**src/rtl/accum_bank.sv**
```systemverilog
// accum_bank: multi-channel accumulator bank with a valid/ready command port and a
// registered, backpressured result port. Optional unsigned saturation via SAT.
module accum_bank #(
  parameter int unsigned W    = 8,
  parameter int unsigned NCH  = 4,
  parameter int unsigned SAT  = 0,
  localparam int unsigned CW  = (NCH > 1) ? $clog2(NCH) : 1
) (
  input  logic           clk,
  input  logic           nrst,
  input  logic           i_clr_all,
  input  logic           i_in_valid,
  output logic           o_in_ready,
  input  logic [2:0]     i_op,
  input  logic [CW-1:0]  i_ch,
  input  logic [W-1:0]   i_operand,
  output logic           o_out_valid,
  input  logic           i_out_ready,
  output logic [CW-1:0]  o_out_ch,
  output logic [W-1:0]   o_out_acc,
  output logic           o_out_ovf,
  output logic [NCH-1:0] o_ovf_sticky
);

  typedef enum logic [2:0] {
    OpNop  = 3'd0,
    OpAdd  = 3'd1,
    OpInc  = 3'd2,
    OpSub  = 3'd3,
    OpDec  = 3'd4,
    OpLoad = 3'd5,
    OpClr  = 3'd6,
    OpRead = 3'd7
  } op_e;

  logic [W-1:0]   r_acc [NCH];
  logic [NCH-1:0] r_sticky;
  logic           r_out_valid;
  logic [CW-1:0]  r_out_ch;
  logic [W-1:0]   r_out_acc;
  logic           r_out_ovf;

  logic           w_in_ready;
  logic           w_ch_ok;
  logic           w_upd;
  logic [CW-1:0]  w_idx;
  logic [W-1:0]   w_cur;
  logic [W-1:0]   w_step;
  logic [W:0]     w_add;
  logic [W:0]     w_sub;
  logic [W-1:0]   w_new;
  logic           w_flag;

  assign w_in_ready = !i_clr_all && (!r_out_valid || i_out_ready);
  assign w_ch_ok    = ({{(32-CW){1'b0}}, i_ch} < NCH);
  assign w_upd      = i_in_valid && w_in_ready && w_ch_ok;
  // Out-of-range channels are never written; clamp the index so reads stay in bounds.
  assign w_idx      = w_ch_ok ? i_ch : '0;
  assign w_cur      = r_acc[w_idx];

  assign w_step = (i_op == OpInc || i_op == OpDec) ? {{(W-1){1'b0}}, 1'b1} : i_operand;
  assign w_add  = {1'b0, w_cur} + {1'b0, w_step};
  assign w_sub  = {1'b0, w_cur} - {1'b0, w_step};

  always_comb begin
    w_new  = w_cur;
    w_flag = 1'b0;
    case (op_e'(i_op))
      OpAdd, OpInc: begin
        w_flag = w_add[W];
        w_new  = (w_flag && SAT != 0) ? '1 : w_add[W-1:0];
      end
      OpSub, OpDec: begin
        w_flag = w_sub[W];
        w_new  = (w_flag && SAT != 0) ? '0 : w_sub[W-1:0];
      end
      OpLoad:  w_new = i_operand;
      OpClr:   w_new = '0;
      default: ;
    endcase
  end

  always_ff @(posedge clk or negedge nrst) begin
    if (!nrst) begin
      for (int i = 0; i < NCH; i++) r_acc[i] <= '0;
      r_sticky <= '0;
    end else if (i_clr_all) begin
      for (int i = 0; i < NCH; i++) r_acc[i] <= '0;
      r_sticky <= '0;
    end else if (w_upd) begin
      r_acc[w_idx] <= w_new;
      if (i_op == OpClr) begin
        r_sticky[w_idx] <= 1'b0;
      end else if (w_flag) begin
        r_sticky[w_idx] <= 1'b1;
      end
    end
  end

  // Result register ignores clr_all so a pending result survives a bank clear.
  always_ff @(posedge clk or negedge nrst) begin
    if (!nrst) begin
      r_out_valid <= 1'b0;
      r_out_ch    <= '0;
      r_out_acc   <= '0;
      r_out_ovf   <= 1'b0;
    end else if (w_upd) begin
      r_out_valid <= 1'b1;
      r_out_ch    <= i_ch;
      r_out_acc   <= w_new;
      r_out_ovf   <= w_flag;
    end else if (i_out_ready) begin
      r_out_valid <= 1'b0;
    end
  end

  assign o_in_ready   = w_in_ready;
  assign o_out_valid  = r_out_valid;
  assign o_out_ch     = r_out_ch;
  assign o_out_acc    = r_out_acc;
  assign o_out_ovf    = r_out_ovf;
  assign o_ovf_sticky = r_sticky;

endmodule

```
**config.mk**
```make
export PLATFORM = sky130hd
export DESIGN_NAME = accum_bank
export DESIGN_NICKNAME = d
export VERILOG_FILES = /design/src/rtl/accum_bank.sv
export SDC_FILE = /design/constraint.sdc
export NUM_CORES = 1
export LEC_CHECK = 0
export CORE_MARGIN = 3
export CORE_UTILIZATION = 50
export CTS_CLUSTER_SIZE = 16
export DETAILED_ROUTE_END_ITERATION = 6
export MAX_ROUTING_LAYER = met4
export PLACE_DENSITY = 0.72
export REMOVE_ABC_BUFFERS = 1
export SYNTH_ARGS = -nofsm -noshare
export SYNTH_HDL_FRONTEND = slang
export SYNTH_SLANG_ARGS = --single-unit
```
**constraint.sdc**
```tcl
create_clock -name clk -period 3.4 [get_ports clk]
set_clock_uncertainty 0.1 [all_clocks]
set_input_delay 1.02 -clock clk [delete_from_list [all_inputs] [get_ports clk]]
set_output_delay 1.02 -clock clk [all_outputs]
set_load 0.05 [all_outputs]
```
[After elaboration in Yosys (flattened, before gate mapping)]
Index checks and enable logic that the tools add are counted.
Word-level totals
  output and inout bits: 17
  register bits: 48
  logic and storage cells: 58
  bits of input ports: 18
Cells by class
  eq/ne operators: 6
  order comparisons: 4
  add/sub/neg operators: 2
  bitwise gates (word level): 4
  reductions and logical operators: 14
  multiplexer cells: 19
Operators by type and width (number)
  $mux 32: 2
  $bwmux 32: 1
  $mux 8: 4
  $pmux 8 s4: 1
  $bmux 8 s2: 1
  $demux 8 s2: 1
  $mux 4: 4
  $add 8x8->9: 1
  $eq 3x3->1 const B: 3
  $sub 8x8->9: 1
  $eq 3x2->1 const B: 2
  $and 4x4->4: 1
  $logic_and 1x1->1: 4
  $not 4->4: 1
  $or 4x4->4: 1
  $reduce_bool 2->1: 2
  $reduce_or 2->1: 2
  $eq 3x1->1 const B: 1
  $ge 3x3->1 const B: 1
  $lt 2x3->1 const B: 1
  $lt 3x1->1 const B: 1
  $mux 1: 3
  $not 2->3: 1
  $reduce_bool 3->1: 1
  6 further kinds: 8

[Longest topological paths before layout]
  word-level depth: 10
  mapped depth: 14
  gate-level depth less buffers: 13

[Worst setup path before layout]
OpenSTA, ideal clock, no wires.
  kind: input-to-reg
  start: input i_ch[0]
  end: register r_acc[20] (netlist bit)
  path buffers: 1
  data arrival time: 3861 ps
  library setup time: 142 ps
  slack: -703 ps
  stages on the path: 10
  data required time: 3158 ps
  path through: buf_1 mux4_2 fa_1 nor3b_1 a311o_1 a311oi_2 xnor2_1 nor2_1 o32ai_1 o21ai_0
On the way
  cells in the longest elaborated chain, start to end: 9
  elaborated cells between the ends (all ways): 15
  classes of those cells: add/sub (2); order compare (2); mux (9); bitwise (1); reduce/logical (1)
Ends and longest elaborated chain
  from (decl): line 15  | input logic [CW-1:0] i_ch,
  $not 2->3 (implied by the code) (*): line 59, 91
  $bmux 8 s2: line 59  | assign w_cur = r_acc[w_idx];
  $mux 8 (implied by the code) (2 in a row): line 59
  $sub 8x8->9 / $add 8x8->9 (equally long branches): line 63, 62
  $pmux 8 s4: line 68  | case (op_e'(i_op))
  $bwmux 32 (*): line 91  | r_acc[w_idx] <= w_new;
  $mux 32 (*): line 90  | end else if (w_upd) begin
  $mux 32 (*): line 87  | end else if (i_clr_all) begin
  to (signal, indexed assignment): line 91
  to (decl): line 36  | logic [W-1:0] r_acc [NCH];
Mark *: on every way between the ends. The rest lies on a longest branch, timed or not. The select of a mux whose other input is x is not followed.
A chain may end at the register's enable or synchronous reset.

[Final worst setup path]
  start: input i_ch[0]
  end: register r_acc[6] (netlist bit)
Same word-level chain as after synthesis.

==> flow_summary.ini <==
[power_and_ir_drop]
internal-power_mw = 1.20
irDropWorstVdd_mv = 0.455
swShare_pct = 33.7
p_switching_uw = 611
combPwrFrac_pct = 38.8
powerDensity_mw_per_mm2 = 350
p_clk_share_pct = 26.4
p_leak_nw = 2.32
p_seq_share_pct = 34.8

[yosys]
synthTopCellsByCount = dfrtp_1 (48), nand2_1 (43), nor2_1 (43)
ys_seq_elements = 48
yosys_warnings = 0
synthCells = 409
syn_area_mm2 = 0.00353
synth_top_cells_by_area = dfrtp_1 (34%), ha_1 (6.0%), nand2_1 (4.6%), nor2_1 (4.6%), mux4_2 (4.5%)
synthArstFlopShare_pct = 100
yosysTopAreaCellShare_pct = 34.0
synth_edf_count = 0
synth_cell_types = 57
yosys.area.top_type = dfrtp_1
ys.flop_type = dfrtp_1
ys_seq_area_share_pct = 34.0
synth_most_common_cell = dfrtp_1
synth.avg_cell_area_um2 = 8.63

[placed_design]
pre_cts_ws_ps = -1130
numPortBuffers = 34
routabilityCongestion = 0.970
hpwl_um = 8030

[global_route]
grt_util_met2_pct = 46.6
antenna_found_initial = 0
grt_pass1_wl_um = 19000
grt_use_total_pct = 29.6
busiest_layer = met2
use_met1_pct = 38.2
grt_pass1_vias = 3779
use_met3_pct = 5.26
grt_overflow = 0
grt_max_degree = 44

[critical_path]
cp-start-kind = input port
cp_slowest_stage_delay_ps = 550
cp.required_ps = 3530
path_class = input port to register
cp_common_cell = buf_4
crit_fanout = 5
worstPathArrival_ps = 3760
slowest_stage = mux4_2
path_cells = buf_8, buf_6, buf_12, mux4_2, ha_1, buf_4, a21o_1, a21bo_2, a31oi_2, mux2i_1, o32ai_2, buf_4, o21ai_1
cp-end-kind = register

[routing]
wirelength_um = 12000
viasPerCell = 6.25
vias = 3846
first_iter_violations = 276
drt_first_pass_iters = 5
antenna_left = 0
wl_per_cell_um = 19.5
drcViolationCount = 0

[clocking]
htreeDepth = 2
clkTransAtPathRegs_ps = 80
root_buffer = clkbuf_8
cts_hold_buf = 0
clockBufferDepth = 2
cts_buffers = 5
cts_tree = yes
clk_latency_ps = 310
cts.sinks = 48

[outcome]
failed_checks = negative setup slack
status = finished, violations left

[sta]
timing.final.crit_share_pct = 107
finalMaxSlewViolations = 0
setup_viol = 30
fmax_mhz = 275
hold_viol = 0
slew_headroom_pct = 56.5
tns_ps = -5130
layout_min_cycle_time_ps = 3640
tightest_slew_ps = 651
rsz0062_at_grt = true
finalWorstSetupSlack_ps = -238

[floorplanning]
die_w_um = 90.0
io_pins = 35
dieArea_mm2 = 0.00810
initial_core_util_pct = 53.4
die_y_um = 90.0
coreArea_mm2 = 0.00660
num_rows = 29

[cells_and_area]
nNetsFinal = 559
final_layout_size_suffix_gt1_share_pct = 35.4
area.growth.synth_to_final_pct = 46.8
n_fill_cell = 458
antenna_cells = 0

[run]
maxCapViolations = 0

[worst_hold_path]
hold_path_class = register to register
-- placed cells by master (no fill, tap or decap), types with 6 or more instances in the layout --
cell and instances:
nor3_1 7, nand3b_1 16, a22oi_1 8, nor2_1 39, nand4_1 7, ha_1 10, ha_4 6, clkdlybuf4s50_1 27
buf_4 87, buf_6 8, nand2_1 39, nand2b_1 9, dfrtp_1 48, o21ai_2 12, nor2b_1 6, o21ai_1 12
inv_1 17, mux4_2 9, a21oi_1 18, o21ai_0 13
-- registers in the layout, summed over array words and instances (netlist names) --
name	count
o_out_acc	8
o_out_ch	2
o_out_ovf	1
o_out_valid	1
o_ovf_sticky	4
r_acc	32
-- stage by stage --
step                total power [mW]  std cells  util, %  cell area (um^2)  hold slack, ps
global placement                1.22        592     68.4              4520             362
CTS                             1.77        611     76.0              5020             387
global route                    1.88        615     78.4              5180             404
floorplan                      0.947        382        -              3420             372
detailed placement              1.24        592     68.4              4520             369
finish                          1.82        615     78.4              5180             385
-- per-layer routing --
layer	vias up	routed length, um
li1	1715	-
met1	1846	4860
met2	241	5800
met3	44	1040
met4	0	320
met5	-	0
-- cell families after synthesis --
family                   share of synthesized area [%]
XOR/XNOR                                          2.23
AND/OR/NAND/NOR                                   22.0
flip-flops                                        34.0
AO/OA/AOI/OAI                                     22.4
multiplexers                                      6.81
adder cells (fa/ha/maj)                           7.44
buffers and inverters                             5.14
-- worst max-delay path: cells and delay by family --
family,cells,cell delay (ps)
multiplexers,2,870
AO/OA/AOI/OAI,5,830
buffers and inverters,5,660
adder cells (fa/ha/maj),1,370
-- final cells by class --
class	instances	area (um^2)	share of cell area (%)
Sequential cell	48	1200	23.2
Clock inverter	2	60.1	1.16
Multi-Input combinational cell	315	2480	48.0
Tap cell	93	116	2.25
Timing Repair Buffer	133	1180	22.7
Clock buffer	5	68.8	1.33
Inverter	19	71.3	1.38
-- worst paths after layout --
path / cells past startpoint / end / slack, ps / startpoint
worst max register to register: 12 / r_acc[28]$_DFFE_PN0P_ / 180 / r_acc[0]$_DFFE_PN0P_
min in group asynchronous: 1 / o_ovf_sticky[0]$_DFFE_PN0P_ / 520 / nrst
max in group asynchronous: 2 / r_acc[23]$_DFFE_PN0P_ / 1930 / nrst
worst min register to register: 1 / o_out_acc[1]$_DFFE_PN0P_ / 380 / o_out_acc[1]$_DFFE_PN0P_
worst min-delay path: 1 / o_out_acc[1]$_DFFE_PN0P_ / 380 / o_out_acc[1]$_DFFE_PN0P_
worst max-delay path: 13 / r_acc[6]$_DFFE_PN0P_ / -240 / i_ch[0]
-- power by group through the flow --
| stage | clock (mW) | sequential, mW | combinational, mW |
|---|---|---|---|
| global route | 0.498 | 0.637 | 0.748 |
| detailed placement | 0 | 0.643 | 0.595 |
| finish | 0.479 | 0.632 | 0.704 |
| floorplan | 0 | 0.735 | 0.212 |
| global placement | 0 | 0.641 | 0.583 |
| CTS | 0.478 | 0.632 | 0.664 |
-- repair_timing --
| item | 4_1_cts | 5_1_grt |
|---|---|---|
| setup endpoints to repair | 43 | 35 |
| gates cloned | 1 | 0 |
| pin swaps | 30 | 17 |
| setup buffers | 11 | 4 |
| endpoints found under the hold margin | 0 | 0 |
| resized for setup | 88 | 30 |
(Power assumes the default switching activity.)
